`src/rtl/counter_cmd_ctrl.sv`:
```
// Button command front end for an up/down counter: synchronize, debounce, edge-detect, then
// arbitrate into registered en/up/load/sys_clr pulses. Auto-repeat under COUNTER_CMD_AUTO_REPEAT_EN.
module counter_cmd_ctrl #(
    parameter int N          = 4,
    parameter int DB_CYCLES  = 16,
    parameter int RPT_DELAY  = 64,
    parameter int RPT_PERIOD = 16,
    parameter int SATURATE   = 1
) (
    input  logic         clk,
    input  logic         reset,
    input  logic         btn_up,
    input  logic         btn_dn,
    input  logic         btn_ld,
    input  logic         btn_clr,
    input  logic [N-1:0] d_in,
    input  logic         max_value_tick,
    input  logic         min_value_tick,
    output logic         en,
    output logic         up,
    output logic         load,
    output logic         sys_clr,
    output logic [N-1:0] d
);
    localparam int NB   = 4;
    localparam int B_UP = 0;
    localparam int B_DN = 1;
    localparam int B_LD = 2;
    localparam int B_CL = 3;
    localparam int DB_W = $clog2(DB_CYCLES + 1);

    generate
        if (N < 1 || DB_CYCLES < 1 || RPT_DELAY < 1 || RPT_PERIOD < 1) begin : g_bad_cfg
            $error("counter_cmd_ctrl: N, DB_CYCLES, RPT_DELAY and RPT_PERIOD must all be >= 1");
        end
    endgenerate

    typedef enum logic [1:0] {IDLE, STEP, HOLD, RELEASE} state_t;

    logic [NB-1:0] btn_raw;
    logic [NB-1:0] sync1_reg, sync2_reg;
    logic [NB-1:0] db_level;
    logic [NB-1:0] db_prev_reg;
    logic [NB-1:0] rise;
    state_t        state_reg;
    logic          dir_up_reg;
    logic          up_ok, dn_ok, held, step_ok;

    assign btn_raw = {btn_clr, btn_ld, btn_dn, btn_up};

    always_ff @(posedge clk or posedge reset) begin
        if (reset) begin
            sync1_reg <= '0;
            sync2_reg <= '0;
        end else begin
            sync1_reg <= btn_raw;
            sync2_reg <= sync1_reg;
        end
    end

    // Any sample that agrees with the accepted level restarts the stability count.
    genvar gi;
    generate
        for (gi = 0; gi < NB; gi++) begin : g_db
            logic [DB_W-1:0] cnt_reg;
            logic            level_reg;
            always_ff @(posedge clk or posedge reset) begin
                if (reset) begin
                    cnt_reg   <= '0;
                    level_reg <= 1'b0;
                end else if (sync2_reg[gi] == level_reg) begin
                    cnt_reg <= '0;
                end else if (cnt_reg >= DB_W'(DB_CYCLES - 1)) begin
                    cnt_reg   <= '0;
                    level_reg <= sync2_reg[gi];
                end else begin
                    cnt_reg <= cnt_reg + 1'b1;
                end
            end
            assign db_level[gi] = level_reg;
        end
    endgenerate

    assign rise    = db_level & ~db_prev_reg;
    assign up_ok   = (SATURATE == 0) || !max_value_tick;
    assign dn_ok   = (SATURATE == 0) || !min_value_tick;
    assign held    = dir_up_reg ? db_level[B_UP] : db_level[B_DN];
    assign step_ok = dir_up_reg ? up_ok : dn_ok;

`ifdef COUNTER_CMD_AUTO_REPEAT_EN
    localparam int RPT_MAX = (RPT_DELAY > RPT_PERIOD) ? RPT_DELAY : RPT_PERIOD;
    localparam int RPT_W   = $clog2(RPT_MAX + 1);
    logic [RPT_W-1:0] rpt_cnt_reg;
    logic             rpt_first_reg;
    logic [RPT_W-1:0] rpt_target;
    // rpt_cnt_reg holds cycles elapsed since the last issued (or suppressed) step.
    assign rpt_target = rpt_first_reg ? RPT_W'(RPT_DELAY - 1) : RPT_W'(RPT_PERIOD - 1);
`endif

    always_ff @(posedge clk or posedge reset) begin
        if (reset) begin
            state_reg     <= IDLE;
            db_prev_reg   <= '0;
            dir_up_reg    <= 1'b1;
            en            <= 1'b0;
            up            <= 1'b1;
            load          <= 1'b0;
            sys_clr       <= 1'b0;
            d             <= '0;
`ifdef COUNTER_CMD_AUTO_REPEAT_EN
            rpt_cnt_reg   <= '0;
            rpt_first_reg <= 1'b0;
`endif
        end else begin
            db_prev_reg <= db_level;
            en          <= 1'b0;
            load        <= 1'b0;
            sys_clr     <= 1'b0;
            if (rise[B_CL]) begin
                sys_clr   <= 1'b1;
                state_reg <= RELEASE;
            end else if (rise[B_LD]) begin
                load      <= 1'b1;
                d         <= d_in;
                state_reg <= RELEASE;
            end else begin
                case (state_reg)
                    IDLE: begin
                        if (rise[B_UP] ^ rise[B_DN]) begin
                            dir_up_reg <= rise[B_UP];
                            state_reg  <= STEP;
                            if (rise[B_UP] ? up_ok : dn_ok) begin
                                en <= 1'b1;
                                up <= rise[B_UP];
                            end
                        end else if (rise[B_UP] && rise[B_DN]) begin
                            state_reg <= RELEASE;
                        end
                    end
                    STEP: begin
                        state_reg <= held ? HOLD : RELEASE;
`ifdef COUNTER_CMD_AUTO_REPEAT_EN
                        rpt_cnt_reg   <= RPT_W'(1);
                        rpt_first_reg <= 1'b1;
`endif
                    end
                    HOLD: begin
                        if (!held) begin
                            state_reg <= IDLE;
`ifdef COUNTER_CMD_AUTO_REPEAT_EN
                        end else if (rpt_cnt_reg >= rpt_target) begin
                            rpt_cnt_reg   <= '0;
                            rpt_first_reg <= 1'b0;
                            if (step_ok) begin
                                en <= 1'b1;
                                up <= dir_up_reg;
                            end
                        end else begin
                            rpt_cnt_reg <= rpt_cnt_reg + 1'b1;
`endif
                        end
                    end
                    RELEASE: begin
                        if (db_level == '0) state_reg <= IDLE;
                    end
                    default: state_reg <= IDLE;
                endcase
            end
        end
    end
endmodule

```
`config.mk`:
```
export PLATFORM = sky130hd
export DESIGN_NAME = counter_cmd_ctrl
export DESIGN_NICKNAME = d
export VERILOG_FILES = /design/src/rtl/counter_cmd_ctrl.sv
export SDC_FILE = /design/constraint.sdc
export NUM_CORES = 1
export LEC_CHECK = 0
export ABC_AREA = 0
export CORE_UTILIZATION = 55
export DETAILED_ROUTE_END_ITERATION = 8
export GPL_ROUTABILITY_DRIVEN = 0
export PLACE_DENSITY = 0.78
export SYNTH_ARGS = -nofsm -noshare
export SYNTH_HDL_FRONTEND = slang
export SYNTH_SLANG_ARGS = --single-unit
```
`constraint.sdc`:
```
create_clock -name clk -period 2.2 [get_ports clk]
set_input_delay 0.44 -clock clk [delete_from_list [all_inputs] [get_ports clk]]
set_output_delay 0.44 -clock clk [all_outputs]
set_load 0.05 [all_outputs]
```
# After elaboration in Yosys (flattened, before gate mapping)

Cells that the tools add are included.
Widths: inputs -> output; s select.

Input port bits: 12
Register bits: 47
Output and inout port bits: 8
Logic and storage cells: 84

Equality and inequality tests: 10
Reductions and logical operators: 13
Add/subtract/negate cells: 4
Order comparisons: 4
Bitwise gates (word level): 9
Mux-type cells: 26

Operators with widths:

| cell                | count |
|---|---|
| $mux 5              | 8 |
| $add 5x1->5 const B | 4 |
| $ge 5x4->1 const B  | 4 |
| $mux 2              | 6 |
| $mux 1              | 11 |
| $reduce_and 2->1    | 5 |
| $ne 4x4->1 const B  | 2 |
| $pmux 2 s4          | 1 |
| $not 1->1           | 6 |
| $ne 5x5->1 const B  | 1 |
| $reduce_and 5->1    | 1 |
| $and 4x4->4         | 1 |
| $eq 1x1->1          | 4 |
| $eq 2x2->1 const B  | 2 |
| $logic_not 4->1     | 1 |
| $not 4->4           | 1 |
| $reduce_and 4->1    | 1 |
| $reduce_and 3->1    | 1 |
| $eq 2x1->1 const B  | 1 |
| $logic_not 1->1     | 2 |
| $logic_not 2->1     | 1 |
| $logic_and 1x1->1   | 1 |
| $xor 1x1->1         | 1 |

# Logic depth before layout (Yosys ltp)

Gate-level depths: netlist of the first run.

Word-level depth: 8
Gate-level depth with buffers: 6
Depth with buffers taken out: 6

# Worst setup path after synthesis of the first run

OpenSTA, ideal clock, no wires.

Kind: reg2reg
From: reg g_db[0].level_reg
To: reg dir_up_reg
Setup slack: 293 ps
Setup time: 85 ps
Buffers on the path: 0
Arrival time: 1,822 ps
Cell stages (with the launch flop): 7
Cell sequence: dfrtp_1 -> nor2b_1 -> inv_1 -> ha_1 -> or3b_4 -> nor3_2 -> mux2_1

Word-level cells in the longest chain between the ends: 3

Ends and longest elaborated chain:

| item                       | line | RTL |
|---|---|---|
| from (decl)                | 66   | `logic level_reg;` |
| from (signal assigned)     | 75   | `level_reg <= sync2_reg[gi];` |
| $and 4x4->4 (*)            | 84   | `assign rise = db_level & ~db_prev_reg;` |
| $xor 1x1->1                | 129  | `if (rise[B_UP] ^ rise[B_DN]) begin` |
| $reduce_and 4->1 (no line) | --   |  |
| to (signal assigned)       | 130  | `dir_up_reg <= rise[B_UP];` |
| to (decl)                  | 46   | `logic dir_up_reg;` |

Mark *: on every way between the ends. The rest lies on a longest branch, timed or not.
A chain may end at the register's enable or synchronous reset.

# Worst setup path in the final report of the first run

From: reg d[0]
To: out d[0]

RTL lines:

| item                   | line | RTL |
|---|---|---|
| from (decl)            | 23   | `output logic [N-1:0] d` |
| from (signal assigned) | 124  | `d <= d_in;` |

No word-level cell between the ends.

==> results of run 1 <==
==> kinds of logic after synthesis <==
group                      count (synthesis)  share of synthesized area
and+or+nand+nor                           55                      0.152
DFF                                       47                      0.618
muxes                                     12                     0.0695
buffers and inverters                     11                     0.0223
AOI/OAI and AO/OA                         10                     0.0426
adders and majority gates                  9                     0.0590
xor gates and xnor gates                   8                     0.0367
==> per-stage QoR <==
step                      power, mW   util  instances
final                          1.59  0.679        226
after global routing           1.66  0.679        226
after CTS                      1.61  0.679        226
after detailed placement       1.08  0.653        218
after global placement         1.07  0.653        218
after floorplan                1.03      -        152
==> how the worst min path moves through the flow <==
| stage | startpoint | endpoint | slack, ps | cells after the start |
|---|---|---|---|---|
| 2_1_floorplan | sync1_reg[0]$_DFF_PP0_ | sync2_reg[0]$_DFF_PP0_ | 330 | 0 |
| 3_3_place_gp | sync1_reg[3]$_DFF_PP0_ | sync2_reg[3]$_DFF_PP0_ | 330 | 0 |
| 3_5_place_dp | sync1_reg[1]$_DFF_PP0_ | sync2_reg[1]$_DFF_PP0_ | 340 | 0 |
| 4_1_cts | sync1_reg[0]$_DFF_PP0_ | sync2_reg[0]$_DFF_PP0_ | 360 | 0 |
| 5_1_grt | sync1_reg[0]$_DFF_PP0_ | sync2_reg[0]$_DFF_PP0_ | 380 | 0 |
| 6_report | sync1_reg[0]$_DFF_PP0_ | sync2_reg[0]$_DFF_PP0_ | 360 | 0 |
==> repair_timing <==
item,in CTS,in global routing
hold buffers,0,0
setup endpoints to repair,0,1
buffers inserted,0,0
resized for setup,0,1
==> per-layer routing <==
metal / part of all wire / wire length, µm / vias to the layer above
li1: - / - / 575
met1: 0.42 / 1140 / 575
met2: 0.51 / 1360 / 23
met3: 0.051 / 137 / 5
met4: 0.017 / 46 / 0
met5: 0 / 0 / -
==> cell type report <==
type | count | share of cell area
Timing Repair Buffer | 21 | 0.0971
Clock inverter | 2 | 0.0155
Tap cell | 46 | 0.0254
Sequential cell | 47 | 0.520
Multi-Input combinational cell | 94 | 0.303
Inverter | 10 | 0.0166
Clock buffer | 6 | 0.0226
==> worst reg2reg max path, delay by kind of cell, from the launching register on <==
family	cells	cell delay, ps
buf+inv	1	90
fa+ha+maj	1	290
flops	1	370
simple gates	3	770
mux	1	340
==> cells in the final DEF, fill, tap and decap left out, types with 2 or more instances in the layout <==
cell	count
nor2b_1	2
nor3b_1	2
dfstp_2	2
nor3_1	2
mux2_2	9
clkdlybuf4s50_1	18
nand4_1	4
dfrtp_1	45
and3_1	4
nor2_1	23
xnor2_1	5
a31oi_1	4
xor2_1	3
nand2_1	6
nand3_1	3
and2b_2	2
mux2i_1	2
ha_1	9
inv_1	9
clkbuf_4	5
==> power breakdown <==
part | switching, mW | internal [mW] | leakage [nW] | total, mW
sequential | 0.0373 | 0.902 | 0.620 | 0.939
combinational | 0.0616 | 0.0649 | 0.452 | 0.126
clock | 0.255 | 0.269 | 0.0482 | 0.523
total | 0.353 | 1.24 | 1.12 | 1.59
==> summary.md, run 1 <==
| Metric | Value |
|---|---|
| Status | finished, final reports clean |
| # IOs | 20 |
| Period utilization | 0.895 |
| Met1 Use GR | 0.180 |
| Gr busiest metal | met2 |
| Synth unique cells | 33 |
| Via/cell ratio | 5.21 |
| R2R Path End | dir_up_reg$_DFFE_PP1P_ |
| Worst-path clk slew | 130 ps |
| MaxCap Viol Count | 0 |
| Cell Area, Synth | 1910 µm² |
| DIE AREA | 3710 µm² |
| Setup TNS | 0 ps |
| Layout area overhead | 18.8% |
| Main synth FF type | dfrtp_1 |
| Final Critical Period | 1970 ps |
| Final instance area | 2270 µm² |
| Yosys warns | 0 |
| Grt met3 use | 0.0704 |
| CP top delay family | buffers and inverters |
| First-pass GRT wire length | 4450 µm |
| Worst Path Buf+Inv | 1 |
| Max H-tree Level | 2 |
| Worst slew pin tran | 497 ps |
| CP startpoint | d[0]$_DFFE_PP0P_ |
| Peak Freq | 508 MHz |
| Startpoint types | register |
| Number of routed nets with antenna violations | 0 |
| Placed cell area | 2180 µm² |
| Remaining DRCs | 0 |
| CP Data Required Time | 1760 ps |
| Dpl hpwl | 1880 µm |
| Arrival time worst endpoint | 1530 ps |
| Relative slew slack | 0.667 |
| DR pass1 iterations | 4 |
| Lkg Pwr | 1.12 nW |
| Post-synthesis area per instance | 12.6 µm² |
| Max VDD drop | 0.407 mV |
| Initial antenna violation count | 0 |
| Synth area leader | dfrtp_1 |
| Ratio of cells with drive above 1 in the final layout | 0.150 |
| Largest register FFs | 20 |
| Setup crit end kind | output port |
| Critical path class | reg2out |
| Final Worst Setup Slack | 232 ps |
| Diodes inserted | 0 |
| Clock skew | 10.7 ps |
| WL/cell | 11.9 µm |
| Vias in the first global route | 1113 |
| Slowest cell on the critical path | clkdlybuf4s50_1 |
| Area of the multi-input gates | 687 µm² |
| Grt ovf | 0 |
| CP max FO | 2 |
| Hold Worst Slack | 364 ps |
| Synth top area cells | dfrtp_1 59%, ha_1 5.9%, mux2_2 5.3% |
| Count leader, synth | dfrtp_1 |
| Nets | 200 |
| Pre-CTS setup slack | 307 ps |
| Power Density | 701 nW/µm² |
| Max Buffers Root-to-Sink | 2 |
| Synth top area share | 0.590 |
| CTS tree | built |
| Die Y | 60.9 µm |
| Fill cells | 263 |
| RR Startpoint | g_db[0].level_reg$_DFFE_PP0P_ |
| Gate Count Post-Synth | 152 |
| Initial DRC count | 15 |
| Post-synthesis net count | 173 |
| Number of flops mapped to enable cells by yosys | 0 |
| CP max stage delay | 800 ps |
| CP endpoint | d[0] |
| HP Class | reg2reg |
| Reg2reg path depth | 6 |
| Total Routed Length | 2680 µm |
| # setup viols final | 0 |
| Flop-to-flop setup slack | 270 ps |
| Core footprint | 3340 µm² |
| Port Buf Inserts | 19 |
| Row count | 21 |
| Starting Density | 0.572 |
| Unrepaired setup endpoints after global routing | false |
| Stages on the worst setup path | 1 |
| M2 GR Usage | 0.305 |
| DR vias | 1178 |
| CTS root buf | clkbuf_4 |
| Clk Latency, worst-skew pair | 360 ps |
| Fraction of registers with async set or reset after synthesis | 1.00 |
| Most instantiated cells after synthesis | 45 x dfrtp_1, 23 x nor2_1, 10 x inv_1 |
| Largest net degree at the start of global routing | 48 |
| Sequential cell area | 1180 µm² |
| Final hold violation count | 0 |
| CTS sink cnt | 47 |
| Die W | 60.9 µm |
| Critical-path cell list | clkdlybuf4s50_1 |
| Max Slew Vio Count | 0 |
| FF+latch count, synth | 47 |
| TritonCTS buffer count | 5 |
| Post-synthesis sequential area ratio | 0.618 |
| Gr usage total | 0.171 |
(Power assumes the default switching activity.)
==> run 2: changes to the inputs <==
CAP_MARGIN = 20   (was default)
CORE_MARGIN = 2   (was default)
==> run 2 against run 1 <==
  * Sequential cell count unchanged
  * Highest routed layer unchanged
  * Sequential share of layout area up 0.70 points
  * Critical path type is now reg2reg
  * Largest power group unchanged
  * Critical path depth up 5
==> summary.md, run 2 (synthesis gave the netlist of run 1 again) <==
| Metric | Value |
|---|---|
| Starting Density | 0.572 |
| Vias in the first global route | 1266 |
| Nets | 200 |
| Fill cells | 252 |
| Lkg Pwr | 1.11 nW |
| Die Y | 62.9 µm |
| Most common cell after layout, fill and taps aside | dfrtp_1 |
| CTS root buf | clkbuf_4 |
| Total Routed Length | 2950 µm |
| Max Buffers Root-to-Sink | 2 |
| HP Class | reg2reg |
| Number of routed nets with antenna violations | 0 |
| Diodes inserted | 0 |
| Layout area overhead | 17.2% |
| Power Density | 672 nW/µm² |
| Hold Worst Slack | 362 ps |
| RR Startpoint | g_db[0].level_reg$_DFFE_PP0P_ |
| Final hold violation count | 0 |
| Via/cell ratio | 5.23 |
| Final Critical Period | 2010 ps |
| Hold_sp | sync1_reg[0]$_DFF_PP0_ |
| Post-CTS setup buffer count | 0 |
| MaxCap Viol Count | 0 |
| Relative slew slack | 0.621 |
| Max VDD drop | 0.433 mV |
| Status | finished, final reports clean |
| CP Data Required Time | 2490 ps |
| Gr usage total | 0.175 |
| DR vias | 1183 |
| Row count | 21 |
| Largest register FFs | 20 |
| Port Buf Inserts | 19 |
| # setup viols final | 0 |
| Worst-path clk slew | 120 ps |
| Period utilization | 0.913 |
| Peak Freq | 498 MHz |
| Dpl hpwl | 2070 µm |
| Final Worst Setup Slack | 191 ps |
| Remaining DRCs | 0 |
| CTS sink cnt | 47 |
| Flop-to-flop setup slack | 190 ps |
| Setup crit end kind | register |
| Critical path class | reg2reg |
| WL/cell | 13.0 µm |
| Largest net degree at the start of global routing | 48 |
| CTS tree | built |
| Ratio of cells with drive above 1 in the final layout | 0.144 |
| # IOs | 20 |
| Max H-tree Level | 2 |
| Unrepaired setup endpoints after global routing | false |
| Most frequent cells in the layout | 45 x dfrtp_1, 23 x nor2_1, 18 x clkdlybuf4s50_1 |
| First-pass GRT wire length | 5300 µm |
| DR pass1 iterations | 5 |
| Worst slew pin tran | 568 ps |
| Max Slew Vio Count | 0 |
| DIE AREA | 3960 µm² |
| Clock skew | 0.988 ps |
| Startpoint types | register |
| Initial antenna violation count | 0 |
| Utilization after layout | 0.670 |
| Grt ovf | 0 |
| Pre-CTS setup slack | 251 ps |
| CP max FO | 3 |
| Clk Latency, worst-skew pair | 350 ps |
| Setup TNS | 0 ps |
| CP startpoint | g_db[0].level_reg$_DFFE_PP0P_ |
| Die W | 62.9 µm |
| Total Power | 1.50 mW |
| TritonCTS buffer count | 5 |
| Arrival time worst endpoint | 2300 ps |
| Core footprint | 3340 µm² |
| Initial DRC count | 46 |
run 2: repair_timing:
item | in CTS | in global routing
hold buffers | 0 | 0
setup endpoints to repair | 0 | 1
gates resized for setup | 0 | 1
run 2: path summary, 6_finish.rpt:
path                       depth (start not counted)                      to
max in group asynchronous                          3          up$_DFFE_PP1P_
min in group asynchronous                          3  sync1_reg[1]$_DFF_PP0_
min reg2reg                                        0  sync2_reg[0]$_DFF_PP0_
max                                                6  dir_up_reg$_DFFE_PP1P_
max reg2reg                                        6  dir_up_reg$_DFFE_PP1P_
min                                                0  sync2_reg[0]$_DFF_PP0_
run 2: layout make-up:
class	instances	area, µm²	area share
Tap cell	46	57.6	0.0257
Timing Repair Buffer	21	208	0.0928
Multi-Input combinational cell	94	687	0.307
Clock buffer	8	68.8	0.0308
Inverter	10	37.5	0.0168
Sequential cell	47	1180	0.527
run 2: metrics by stage:
step	cell area (µm²)	cells
2_1_floorplan	1910	152
3_3_place_gp	2170	218
3_5_place_dp	2170	218
4_1_cts	2230	226
5_1_grt	2240	226
6_report	2240	226
run 2: power by group:
group	switching [mW]	internal [mW]
Combinational	0.0620	0.0625
Sequential	0.0386	0.902
Clock	0.249	0.188
Total	0.350	1.15
run 2: worst max-delay path, stage by stage (launching register included):
cell,delay (ps)
dfrtp_1,390
nor2b_1,270
inv_1,90
ha_1,300
or3b_4,400
nor3_2,150
mux2_1,340
run 2: per-layer routing:
| layer | global-route usage | vias up | wire, µm |
|---|---|---|---|
| li1 | - | 579 | - |
| met1 | 0.188 | 570 | 1280 |
| met2 | 0.307 | 30 | 1490 |
| met3 | 0.0523 | 4 | 125 |
| met4 | 0.0944 | 0 | 46 |
| met5 | 0 | - | 0 |
==> RTL edit (flow settings as in run 1) <==
Set the parameter `DB_CYCLES` to 32 (it was 16).
--- a/src/rtl/counter_cmd_ctrl.sv
+++ b/src/rtl/counter_cmd_ctrl.sv
@@ -2,7 +2,7 @@
 // arbitrate into registered en/up/load/sys_clr pulses. Auto-repeat under COUNTER_CMD_AUTO_REPEAT_EN.
 module counter_cmd_ctrl #(
     parameter int N          = 4,
-    parameter int DB_CYCLES  = 16,
+    parameter int DB_CYCLES  = 32,
     parameter int RPT_DELAY  = 64,
     parameter int RPT_PERIOD = 16,
     parameter int SATURATE   = 1
Behaviour: same outputs for any inputs over 10 cycles, from zero or initial values and one cycle with reset high; that may be too few to reach the edited logic, so the function may still have changed.
==> RTL edit against run 1 <==
Count of clock-buffer cells in the layout down 1; clock skew fell by 0.00071 ns; sequential cell count up 4; synthesized area grew 2.2%; total power fell by 7.3%; worst setup slack got worse by 0.024 ns; design area hardly changed; final cell count shrank 0.44%; wire length is 13% higher; largest power group unchanged; via count up 0.34%; highest routed layer unchanged.
==> RTL edit: results <==
metrics = {
    "clock_tree": {
        "postCtsSetupBuffers": 0,
        "cts-root-buf": "clkbuf_4",
        "clockBufferDepth": 2,
        "clk_latency_ns": 0.37,
        "cts_buffers": 5,
        "cts.repair.resized": 1,
        "hold_buffers": 0,
        "clkTransAtPathRegs_ns": 0.14,
        "h-tree-depth": 2,
    },
    "yosys": {
        "ys_async_sr_fraction_pct": 100,
        "yosysSeqAreaShare_pct": 65.6,
        "yosys-top-cells-count": "49 x dfrtp_1, 21 x nor2_1, 10 x nand2_1",
        "yosys_warnings": 0,
        "synth.area.top_cells": "dfrtp_1 63%, mux2_2 5.2%, nor2_1 4.0%, xor2_1 3.6%, ha_1 3.2%",
        "syn_nets": 167,
        "synth-main-ff-cell": "dfrtp_1",
        "synth.distinct_cells": 28,
    },
    "cells_and_area": {
        "num-fill-cells": 269,
        "largest_register_ffs": 24,
        "nets": 195,
        "n_antenna_cell": 0,
        "drive_gt1_share_pct": 14.5,
    },
    "global_routing": {
        "grt_max_degree": 24,
        "grt_pass1_vias": 1147,
        "grt_usage_pct": 19.0,
        "grt_pass1_wl_um": 4960,
        "antenna_found_initial": 0,
    },
    "worst_hold_path": {
        "hp-class": "reg -> reg",
        "holdPathStages": 0,
    },
    "worst_setup_path": {
        "path_max_fanout": 2,
        "critical_path.max_stage_delay_ns": 0.80,
        "rr_worst_depth": 6,
        "cp_top_family": "buffers and inverters",
        "arrival_ns": 1.55,
        "slowest_stage": "clkdlybuf4s50_1",
    },
    "place": {
        "placedInstanceArea_um2": 2210,
        "dp_hpwl_um": 2270,
        "port_buffers": 19,
        "pre_cts_ws_ns": 0.251,
    },
    "power": {
        "p_leak_nw": 1.05,
        "peakVddDrop_mv": 0.505,
        "p_switching_uw": 349,
    },
    "outcome": {
        "status": "finished, final reports clean",
    },
    "sta": {
        "worst_clock_skew_ns": 0.0100,
        "slew_headroom_pct": 67.0,
    },
    "detailed_routing": {
        "first_pass_iters": 4,
        "vias": 1182,
        "routed_wl_um": 3040,
        "first_iter_violations": 45,
    },
}
==> RTL edit: changes by cell type after synthesis, moves of 2 or more <==
cell	run 1	this run
nand2_1	6	10
nor2_1	23	21
xor2_1	3	8
a41oi_1	0	4
and2b_2	2	0
o21ai_0	1	3
inv_1	10	3
nor3_1	2	5
nand4_1	4	0
dfrtp_1	45	49
a21oi_1	0	2
ha_1	9	5
==> RTL edit: worst paths after layout <==
| check | startpoint | to | slack [ns] |
|---|---|---|---|
| setup / recovery | d[3] | d[3] | 0.21 |
| hold / removal | sync1_reg[1] | sync2_reg[1] | 0.36 |
| setup reg to reg | g_db[0].level_reg | up | 0.24 |
| hold reg to reg | sync1_reg[1] | sync2_reg[1] | 0.36 |
| max in group asynchronous | reset | g_db[0].cnt_reg[0] | 1.25 |
| min in group asynchronous | reset | g_db[0].level_reg | 0.37 |
==> RTL edit: power groups by stage <==
stage / clock network (mW) / registers, mW / logic [mW]
floorplan: 0 / 0.994 / 0.0463
global placement: 0 / 0.996 / 0.0762
detailed placement: 0 / 0.998 / 0.0821
CTS: 0.422 / 0.980 / 0.0825
global route: 0.464 / 0.984 / 0.0921
finish: 0.412 / 0.980 / 0.0807
==> RTL edit: area by class of cell <==
class	count	share of cell area (%)
multi-input cells	96	29.1
clock inverters	3	0.883
well taps	46	2.54
repair buffers	21	8.99
inverters	3	0.496
flip-flops and latches	51	56.4
clock buffers	5	1.65
==> RTL edit: logic make-up after synthesis <==
group | share of synthesized area [%]
compound gates | 7.19
fa+ha+maj | 3.21
flops | 65.6
xor+xnor | 5.39
simple gates | 12.3
mux | 5.71
buf+inv | 0.578
==> RTL edit: routing by layer <==
layer,up-vias,share of wire [%],global-route usage [%]
met4,0,3.0,11.4
met2,26,47,30.4
met1,570,45,23.3
li1,577,-,-
met5,-,0,0
met3,9,4.2,4.62
==> RTL edit: through the flow <==
stage | util [%] | std cells
after CTS | 67.4 | 225
after global routing | 67.4 | 225
final | 67.4 | 225
after detailed placement | 65.8 | 217
after global placement | 65.8 | 217
after floorplan | - | 150
